<file path="config.mk">
export PLATFORM = sky130hd
export DESIGN_NAME = mem_port_arbiter
export DESIGN_NICKNAME = d
export VERILOG_FILES = /design/src/rtl/mem_port_arbiter_pkg.sv /design/src/rtl/mem_port_arbiter_mux2.sv /design/src/rtl/mem_port_arbiter.sv
export SDC_FILE = /design/constraint.sdc
export NUM_CORES = 1
export LEC_CHECK = 0
export ABC_AREA = 1
export CORE_MARGIN = 3
export CORE_UTILIZATION = 31
export CTS_BUF_LIST = sky130_fd_sc_hd__clkbuf_4
export CTS_CLUSTER_SIZE = 14
export DETAILED_ROUTE_END_ITERATION = 8
export PLACE_DENSITY_LB_ADDON = 0.15
export SYNTH_ARGS = -nofsm -noshare
export SYNTH_HDL_FRONTEND = slang
export SYNTH_SLANG_ARGS = --single-unit
</file>
<file path="constraint.sdc">
create_clock -name clk -period 1.9 [get_ports clk]
set_input_delay 0.285 -clock clk [delete_from_list [all_inputs] [get_ports clk]]
set_output_delay 0.285 -clock clk [all_outputs]
set_load 0.02 [all_outputs]
</file>
<file path="src/rtl/mem_port_arbiter_pkg.sv">
// Shared encodings for the fetch/memory-stage port arbiter.
// Grant states and last-grant selector values.
package mem_port_arbiter_pkg;

  localparam logic [1:0] IDLE   = 2'd0;
  localparam logic [1:0] GNT_IF = 2'd1;
  localparam logic [1:0] GNT_DM = 2'd2;

  localparam logic GNT_IF_SEL = 1'b0;
  localparam logic GNT_DM_SEL = 1'b1;

endpackage

</file>
<file path="src/rtl/mem_port_arbiter_mux2.sv">
// Two-input word mux used for the shared memory address/data path.
// sel=0 picks a, sel=1 picks b.
module mux2 #(
  parameter int W = 32
) (
  input  logic         sel,
  input  logic [W-1:0] a,
  input  logic [W-1:0] b,
  output logic [W-1:0] y
);

  assign y = sel ? b : a;

endmodule

</file>
<file path="src/rtl/mem_port_arbiter.sv">
// Arbitrates the fetch and memory stages onto one wait-stated memory port.
// Round-robin between requesters, fixed WAIT_CYCLES extra cycles per access.
module mem_port_arbiter
  import mem_port_arbiter_pkg::*;
#(
  parameter int ADDR_W      = 32,
  parameter int DATA_W      = 32,
  parameter int WAIT_CYCLES = 2
) (
  input  logic              clk,
  input  logic              rst_n,
  input  logic              if_req,
  input  logic [ADDR_W-1:0] if_addr,
  output logic [DATA_W-1:0] if_rdata,
  output logic              if_ack,
  input  logic              dm_req,
  input  logic              dm_we,
  input  logic [ADDR_W-1:0] dm_addr,
  input  logic [DATA_W-1:0] dm_wdata,
  output logic [DATA_W-1:0] dm_rdata,
  output logic              dm_ack,
  output logic              mem_en,
  output logic              mem_we,
  output logic [ADDR_W-1:0] mem_addr,
  output logic [DATA_W-1:0] mem_wdata,
  input  logic [DATA_W-1:0] mem_rdata,
  output logic              busy
);

  logic [1:0]        state_q, state_d;
  logic [3:0]        cnt_q, cnt_d;
  logic              last_gnt_q, last_gnt_d;
  logic              if_ack_q, if_ack_d;
  logic              dm_ack_q, dm_ack_d;
  logic [DATA_W-1:0] if_rdata_q, if_rdata_d;
  logic [DATA_W-1:0] dm_rdata_q, dm_rdata_d;

  logic              if_elig, dm_elig, pick_dm;
  logic              gnt, sel_dm;
  logic [ADDR_W-1:0] addr_mux;
  logic [DATA_W-1:0] wdata_mux;

  // A requester being acked this cycle sits out, so the other one wins.
  assign if_elig = if_req && !if_ack_q;
  assign dm_elig = dm_req && !dm_ack_q;
  assign pick_dm = dm_elig && (!if_elig || last_gnt_q == GNT_IF_SEL);

  always_comb begin
    state_d    = state_q;
    cnt_d      = cnt_q;
    last_gnt_d = last_gnt_q;
    if_ack_d   = 1'b0;
    dm_ack_d   = 1'b0;
    if_rdata_d = if_rdata_q;
    dm_rdata_d = dm_rdata_q;
    case (state_q)
      IDLE: begin
        if (if_elig || dm_elig) begin
          state_d    = pick_dm ? GNT_DM : GNT_IF;
          cnt_d      = 4'(WAIT_CYCLES);
          last_gnt_d = pick_dm ? GNT_DM_SEL : GNT_IF_SEL;
        end
      end
      GNT_IF, GNT_DM: begin
        if (cnt_q == 4'd0) begin
          state_d = IDLE;
          if (state_q == GNT_DM) begin
            dm_ack_d = 1'b1;
            if (!dm_we) dm_rdata_d = mem_rdata;
          end else begin
            if_ack_d   = 1'b1;
            if_rdata_d = mem_rdata;
          end
        end else begin
          cnt_d = cnt_q - 4'd1;
        end
      end
      default: state_d = IDLE;
    endcase
  end

  always_ff @(posedge clk) begin
    if (!rst_n) begin
      state_q    <= IDLE;
      cnt_q      <= 4'd0;
      last_gnt_q <= GNT_IF_SEL;
      if_ack_q   <= 1'b0;
      dm_ack_q   <= 1'b0;
      if_rdata_q <= '0;
      dm_rdata_q <= '0;
    end else begin
      state_q    <= state_d;
      cnt_q      <= cnt_d;
      last_gnt_q <= last_gnt_d;
      if_ack_q   <= if_ack_d;
      dm_ack_q   <= dm_ack_d;
      if_rdata_q <= if_rdata_d;
      dm_rdata_q <= dm_rdata_d;
    end
  end

  assign gnt    = (state_q == GNT_IF) || (state_q == GNT_DM);
  assign sel_dm = (state_q == GNT_DM);

  mux2 #(.W(ADDR_W)) u_addr_mux (
    .sel (sel_dm),
    .a   (if_addr),
    .b   (dm_addr),
    .y   (addr_mux)
  );

  // Fetch never writes; its data leg is tied to zero.
  mux2 #(.W(DATA_W)) u_wdata_mux (
    .sel (sel_dm),
    .a   ('0),
    .b   (dm_wdata),
    .y   (wdata_mux)
  );

  assign mem_en    = gnt;
  assign busy      = gnt;
  assign mem_we    = sel_dm && dm_we;
  assign mem_addr  = gnt ? addr_mux : '0;
  assign mem_wdata = gnt ? wdata_mux : '0;
  assign if_ack    = if_ack_q;
  assign dm_ack    = dm_ack_q;
  assign if_rdata  = if_rdata_q;
  assign dm_rdata  = dm_rdata_q;

endmodule

</file>
## Word level (Yosys, flattened, before mapping)

Cells that the tools add are included.

- Equality and inequality tests: 5
- Multiplexer cells: 14
- Divide/modulo/power cells: 0
- Multipliers: 0
- Shift-type cells: 0
- $lt $le $gt $ge: 0
- Add/subtract/negate cells: 1
- Bitwise operators: 3
- Reductions and logical operators: 20

Operators by type and width:

| cell | number |
|---|---|
| $mux W32 | 4 |
| $reduce_and A3 Y1 | 3 |
| $mux W4 | 2 |
| $pmux W4 S2 | 1 |
| $mux W2 | 3 |
| $ne A2 B2 Y1 const B | 3 |
| $logic_and A1 B1 Y1 | 4 |
| $logic_not A4 Y1 | 1 |
| $pmux W2 S2 | 1 |
| $reduce_and A2 Y1 | 2 |
| $reduce_and A4 Y1 | 1 |
| $sub A4 B1 Y4 const B | 1 |
| $logic_not A1 Y1 | 3 |
| $logic_or A1 B1 Y1 | 3 |
| $mux W1 | 3 |
| $not A1 Y1 | 3 |
| $eq A2 B1 Y1 const B | 1 |
| $eq A2 B2 Y1 const B | 1 |
| $logic_not A2 Y1 | 1 |
| $reduce_bool A2 Y1 | 1 |
| $reduce_or A2 Y1 | 1 |

- Bits in latches: 0
- Bits of input ports: 133
- Memories kept: 0
- Register bits after elaboration: 73
- Bits in writable memories: 0
- Output and inout bits: 133
- Word-level logic and storage cells: 50
- Memory bits (read-only): 0

## Depth between registers and ports, before layout

Gate-level depths: netlist of run 1.

- Depth after elaboration: 8
- Mapped depth: 10
- Gate-level depth less buffers: 8

## By module

From an unflattened synthesis of run 1, not the netlist that was laid out.

- Cells, all modules: 707
- Area, all modules: 4282.9 µm²

By module, submodules not included:

| module | area an instance (µm²) | seq. area each (µm²) | times used | cells an instance |
|---|---|---|---|---|
| mem_port_arbiter | 3299.4 | 1461.4 | 1 | 499 |
| mux2 | 491.7 | 0.0 | 2 | 104 |

## Least setup slack after synthesis of run 1

Ideal clock, no wire load.

- Path kind: flip-flop to output port
- Start point: register state_q[1]
- End point: output port mem_addr[10]
- Data required time: 1615 ps
- Setup slack: -43 ps
- Arrival time: 1658 ps
- Buffers on the path: 2
- Stages on the path, launching flop included: 7
- Cells stage by stage: dfxtp_1 inv_1 ha_1 buf_2 clkbuf_1 o21ai_0 nor2_1

- Word-level cells in the longest chain between the ends: 3
- Elaborated cells on any way between the ends: 5
- Classes of those cells: 2 x eq/ne; 2 x mux; 1 x reduce/logical

Ends and longest elaborated chain:

| element | RTL line | RTL |
|---|---|---|
| start, declared | mem_port_arbiter.sv:30 | `logic [1:0] state_q, state_d;` |
| start signal, assigned | mem_port_arbiter.sv:92 | `state_q <= state_d;` |
| $eq A2 B1 Y1 or $eq A2 B2 Y1 (tied branches) | mem_port_arbiter.sv:102 | `assign gnt = (state_q == GNT_IF) \|\| (state_q == GNT_DM);` |
| $logic_or A1 B1 Y1 (*) | mem_port_arbiter.sv:102 |  |
| named net busy | mem_port_arbiter.sv:27 | `output logic busy` |
| $mux W32 (*) | mem_port_arbiter.sv:123 | `assign mem_addr = gnt ? addr_mux : '0;` |
| end, declared | mem_port_arbiter.sv:24 | `output logic [ADDR_W-1:0] mem_addr,` |

Mark *: on every way through the listed nets, which the timed path passes. The rest lies on a longest branch.

## Worst setup path in the final report of run 1

- Start point: register state_q[1]
- End point: output port mem_addr[6]

- Word-level cells in the longest chain between the ends: 3
- Elaborated cells on any way between the ends: 5
- Classes of those cells: 2 x eq/ne; 2 x mux; 1 x reduce/logical

Ends and longest elaborated chain:

| element | RTL line |
|---|---|
| $eq A2 B2 Y1 or $eq A2 B1 Y1 (tied branches) | mem_port_arbiter.sv:102, mem_port_arbiter.sv:103 |
| $mux W32 or $logic_or A1 B1 Y1 (tied branches) | mem_port_arbiter_mux2.sv:12, mem_port_arbiter.sv:102 |
| $mux W32 (*) | mem_port_arbiter.sv:123 |

Mark *: on every way between the ends. The rest lies on a longest branch, timed or not.

==> results.py, run 1 <==
metrics = {
    "floorplan": {
        "die_y_um": 111.6,
        "die_x_um": 111.6,
        "fp-row-count": 37,
        "fp.dieArea_um2": 12450,
        "core_area_um2": 10600,
        "start_util_pct": 32.61,
        "ios": 266,
    },
    "setup_path": {
        "required_ps": 1620,
        "cp_slowest_cell": "dfxtp_4",
        "setup.worst_path.end_class": "output pin",
        "rr_startpoint": "state_q[1]",
        "critPathLaunch": "state_q[1]",
        "critPathMaxStageDelay_ps": 400,
        "arrival_ps": 1640,
        "crit_chain": "inv_4, ha_4, clkbuf_16, o21ai_4, nor2_2, buf_6",
        "start_kind": "flip-flop",
        "timing_worst_setup_path_type": "flip-flop to output pin",
        "path_max_fanout": 7,
    },
    "grt": {
        "gr-usage-all-layers_pct": 21.81,
        "grt_max_degree": 40,
        "grt_overflow_total": 0,
        "grt_pass1_wl_mm": 22.10,
        "grt_pass1_vias": 4177,
        "antenna_found_initial": 0,
    },
    "synth": {
        "syn_area_per_cell_um2": 6.414,
        "synth_top_family_by_area": "simple AND/OR/NAND/NOR gates",
        "yosys-top-cells-area": "dfxtp_1, nor2_1, o21ai_0",
        "synthArstFlopShare_pct": 0,
        "yosysTopAreaCellShare_pct": 42.27,
        "syn_inst": 539,
        "synthFlopType": "dfxtp_1",
        "netlist.top_cell.by_area": "dfxtp_1",
        "syn_nets": 677,
        "synthesis.area_um2": 3457,
        "synth-simple-area-share_pct": 30.33,
        "ys_warn_count": 0,
        "synth-xor-area-share_pct": 0,
        "synthTopCellsByCount": "nor2_1, o21ai_0, dfxtp_1",
        "synth.mux.area_fraction_pct": 0,
        "ys_seq_area_share_pct": 42.27,
        "ys_types": 20,
        "synth_compound_area_share_pct": 14.98,
        "synthAdderAreaFrac_pct": 1.810,
        "ys_ff_latch": 73,
        "synth_most_common_cell": "nor2_1",
        "synth-edff-count": 0,
    },
    "timing": {
        "finalCritPeriodShare_pct": 101.3,
        "finClkSkew_ps": 20.98,
        "max_clock_freq_mhz": 519.5,
        "rsz0062_at_grt": "true",
        "finalWorstSetupSlack_ps": -24.75,
        "finalHoldViolCount": 0,
        "slew_violations": 0,
        "slew_headroom_pct": 66.97,
        "hold_slack_ps": 320.0,
        "tns_ps": -139.5,
        "fin_crit_ps": 1925,
        "tightest_slew_ps": 495.5,
        "finalSetupViolCount": 13,
    },
    "drt": {
        "dr.pass1.iters": 4,
        "drt-initial-drc-count": 276,
        "viasPerCell": 4.479,
        "wl_mm": 13.94,
        "ant_nets": 0,
        "vias": 4251,
        "drt-wirelength-per-cell_um": 14.69,
        "drcViolationCount": 0,
    },
    "power_and_ir_drop": {
        "net-switching-power_uw": 3419,
        "irDropWorstVdd_mv": 0.6662,
        "intPower_uw": 4475,
        "seqPwrFrac_pct": 26.2,
        "switching_share_pct": 43.32,
        "p_clk_share_pct": 10.8,
        "power_frac_comb_pct": 63.0,
        "p_leak_uw": 0.003073,
        "powerDensity_nw_per_um2": 1176,
    },
    "min_path": {
        "hp-class": "primary input to flip-flop",
        "min_from": "rst_n",
    },
    "placement": {
        "port-buffer-count": 265,
        "place_congestion": 0.9152,
        "hpwl_mm": 10.72,
    },
    "clocking": {
        "cts_buffer_depth": 2,
        "cts_buffers": 9,
        "cts-root-buf": "clkbuf_4",
        "clkLatencyLatePin_ps": 420,
        "htree_num_levels": 3,
        "clk_pin_slew_ps": 130,
        "cts_tree": "built",
        "clock-sinks": 73,
    },
    "cells_and_area": {
        "diodes": 0,
        "post_route_cells_drive_above_1_share_pct": 20.79,
        "final_nets": 946,
        "area_growth_pct": 94.14,
        "nFillCells": 961,
        "finish.utilization_pct": 63.31,
    },
    "outcome": {
        "status": "finished, violations left",
        "violations": "negative setup slack",
    },
    "flow_run": {
        "maxCapViolations": 0,
    },
}
[final timing paths]
check             cells after the start  slack, ps           end
setup / recovery                      6        -20   mem_addr[6]
hold / removal                        3        320  dm_rdata[13]
setup reg to reg                     10         50  if_rdata[20]
hold reg to reg                       2        480    state_q[0]
[routing by layer]
metal  wire (um)  track usage (%)  up-vias
met5           0                0        -
met3         990            5.815       18
met4         200            5.758        0
met1        5756            25.45     1879
met2        6997            39.45      148
li1            -                -     2206
[cells in the final DEF (no fill, tap or decap), drive strengths merged]
cell / Yosys / final
inv: 51 / 54
clkdlybuf4s50: 0 / 197
clkbuf: 17 / 13
ha: 5 / 5
clkinvlp: 0 / 2
buf: 17 / 92
dfxtp: 73 / 73
nand3: 8 / 8
nor2: 205 / 205
o21a: 1 / 1
a21oi: 6 / 6
nand2: 59 / 59
clkinv: 1 / 2
o21ai: 96 / 96
[worst max-delay path, delay by kind of cell, from the launching register on]
family	cells	cell delay, ps
flops	1	400
fa+ha+maj	1	330
compound gates	1	50
buf+inv	3	340
simple gates	1	120
[layout make-up]
cell class                 count  area [um2]  area share (%)
clock buffer                  10       75.07           1.119
clock inverter                 6       42.54          0.6339
inverter                      52       207.7           3.095
multi-input combinational    380        1809           26.96
sequential                    73        1466           21.85
tap                          136       170.2           2.535
timing repair buffer         292        2940           43.81
[power groups by stage]
stage	sequential [uW]	combinational [uW]	clock, uW
after CTS	2060	4630	889
after detailed placement	2080	4420	0
after global placement	2070	4370	0
after global routing	2120	5360	953
after floorplan	2440	1970	0
final	2070	4970	855
[cells by family after synthesis]
kind of cell / Yosys count
simple gates: 272
compound gates: 103
buf+inv: 86
flops: 73
fa+ha+maj: 5
[per-stage QoR]
stage / setup WS (ps) / instance area [um2] / total power (uW) / instances
after floorplan: 18.22 / 3532 / 4406 / 539
after global placement: -134.3 / 6377 / 6444 / 926
after detailed placement: -144.1 / 6377 / 6506 / 926
after CTS: -23.94 / 6455 / 7576 / 945
after global routing: -116.3 / 6711 / 8428 / 949
final: -24.75 / 6711 / 7894 / 949
[flip-flops by register name, indices dropped and copies added, names as in the netlist]
register    cells
dm_ack          1
if_ack          1
state_q         2
cnt_q           4
dm_rdata       32
if_rdata       32
last_gnt_q      1
[repair_timing]
| item | 4_1_cts | 5_1_grt |
|---|---|---|
| buffers inserted | 1 | 2 |
| resized for setup | 366 | 69 |
| pin swaps | 5 | 11 |
| cloned | 2 | 2 |
| endpoints found under the setup margin | 129 | 117 |
| hold buffers | 0 | 0 |
(Power assumes the default switching activity.)
==> run 2, diff against run 1 <==
- PLACE_DENSITY_LB_ADDON: 0.15 -> 0.2
- RECOVER_POWER: not set -> 50
- clock period: 1.9 -> 2.22 ns (I/O delays scaled with it)
==> results.py, run 2 (same netlist as run 1, synthesis figures left out) <==
metrics = {
    "floorplan": {
        "die_y_um": 111.6,
        "fp.dieArea_um2": 12450,
        "die_x_um": 111.6,
        "fp-row-count": 37,
        "ios": 266,
        "start_util_pct": 32.61,
        "core_area_um2": 10600,
    },
    "setup_path": {
        "setup.worst_path.end_class": "output pin",
        "critPathMaxStageDelay_ps": 360,
        "crit_chain": "inv_1, ha_4, buf_12, o21ai_0, nor2_1, clkdlybuf4s15_2",
        "path_buf_inv": 3,
        "start_kind": "flip-flop",
        "path_max_fanout": 33,
        "path_delay_family": "buffers and inverters",
        "arrival_ps": 1790,
        "timing_worst_setup_path_type": "flip-flop to output pin",
        "required_ps": 1890,
        "cp_slowest_cell": "dfxtp_2",
    },
    "min_path": {
        "hp-class": "primary input to flip-flop",
    },
    "placement": {
        "dp.cells": 921,
        "place_congestion": 0.9773,
        "port-buffer-count": 265,
        "hpwl_mm": 11.52,
        "dpl_cell_area_um2": 6255,
    },
    "drt": {
        "drt-initial-drc-count": 263,
        "ant_nets": 0,
        "wl_mm": 14.56,
        "drcViolationCount": 0,
        "drt-wirelength-per-cell_um": 15.55,
        "dr.pass1.iters": 4,
        "viasPerCell": 4.671,
        "vias": 4372,
    },
    "timing": {
        "slew_violations": 0,
        "finClkSkew_ps": 19.62,
        "max_clock_freq_mhz": 471.0,
        "hold_slack_ps": 423.3,
        "slew_headroom_pct": 60.34,
        "rsz0062_at_grt": "true",
        "finalHoldViolCount": 0,
        "tightest_slew_ps": 594.0,
        "finalSetupViolCount": 0,
        "finalCritPeriodShare_pct": 95.63,
        "fin_crit_ps": 2123,
    },
    "cells_and_area": {
        "final_common_cell": "nor2_1",
        "final_nets": 934,
        "fin_area_um2": 6391,
        "layout.cells.non_filler": 936,
        "area_growth_pct": 84.87,
        "layout_common_cells": "nor2_1, clkdlybuf4s50_1, o21ai_0, dfxtp_1, nand2_1",
        "diodes": 0,
        "post_route_cells_drive_above_1_share_pct": 9.250,
        "nFillCells": 1021,
    },
    "power_and_ir_drop": {
        "irDropWorstVdd_mv": 0.6367,
        "p_leak_uw": 0.002992,
        "powerDensity_nw_per_um2": 979.3,
        "finalPower_uw": 6259,
    },
    "clocking": {
        "cts_buffers": 9,
        "clkLatencyLatePin_ps": 400,
        "clk_pin_slew_ps": 110,
        "htree_num_levels": 3,
        "clock-sinks": 73,
        "cts-root-buf": "clkbuf_4",
        "cts_setup_buffers": 0,
        "cts_tree": "built",
        "cts_buffer_depth": 2,
    },
    "grt": {
        "gr-usage-all-layers_pct": 22.84,
        "grt_pass1_wl_mm": 22.87,
        "grt_max_degree": 36,
        "grt_pass1_vias": 4241,
        "grt_overflow_total": 0,
        "antenna_found_initial": 0,
    },
    "outcome": {
        "status": "finished clean",
    },
    "flow_run": {
        "maxCapViolations": 0,
    },
}
==> run 2: cell count changes in the layout (fill, tap and decap cells not counted), moves of 18 or more <==
cell,delta
o21ai_0,+45
dlygate4sd2_1,+35
o21ai_1,-33
nor2_1,+31
nor2_2,-31
buf_6,-29
clkdlybuf4s15_2,+25
buf_2,-18
==> run 2: per-layer routing <==
metal	global-route usage, %	routed length [um]
met3	6.848	1059
met4	8.921	545
met5	0	0
met2	40.17	7128
met1	25.95	5827
==> run 2: area by class of cell <==
| type | count | area (um2) | area share, % |
|---|---|---|---|
| Tap cell | 136 | 170.2 | 2.662 |
| Sequential cell | 73 | 1463 | 22.89 |
| Clock inverter | 5 | 81.33 | 1.273 |
| Inverter | 52 | 196.4 | 3.074 |
| Clock buffer | 10 | 75.07 | 1.175 |
| Multi-Input combinational cell | 380 | 1644 | 25.72 |
| Timing Repair Buffer | 280 | 2761 | 43.21 |
==> run 2: repair_timing <==
action / CTS / global route
gates resized for setup: 132 / 14
hold endpoints to repair: 0 / 0
hold buffers: 0 / 0
endpoints found under the setup margin: 67 / 36
==> run 2: path summary, 6_finish.rpt <==
| check | cells past startpoint | start | slack (ps) | end |
|---|---|---|---|---|
| setup reg to reg | 9 | state_q[1] | 400 | dm_rdata[27] |
| hold reg to reg | 2 | cnt_q[1] | 470 | cnt_q[1] |
| setup / recovery | 6 | state_q[1] | 100 | mem_addr[16] |
| hold / removal | 3 | rst_n | 420 | cnt_q[0] |
==> run 2: stage by stage <==
stage               worst slack, ps  util, %  TNS (ps)
finish                        97.07    60.29         0
global route                 -27.88    60.29    -103.0
CTS                          -12.48    60.38    -19.26
detailed placement            79.57    59.00         0
global placement              54.17    59.00         0
floorplan                     228.8        -         0
==> run 2: where the power goes <==
part	switching, uW	leakage, uW	internal (uW)
Combinational	2080	0.00232	1510
Sequential	147	0.000594	1610
Clock	450	0.0000824	464
==> run 2: worst min-delay path: stages <==
cell,delay (ps)
buf_2,280
nand2_1,140
nor2_1,40
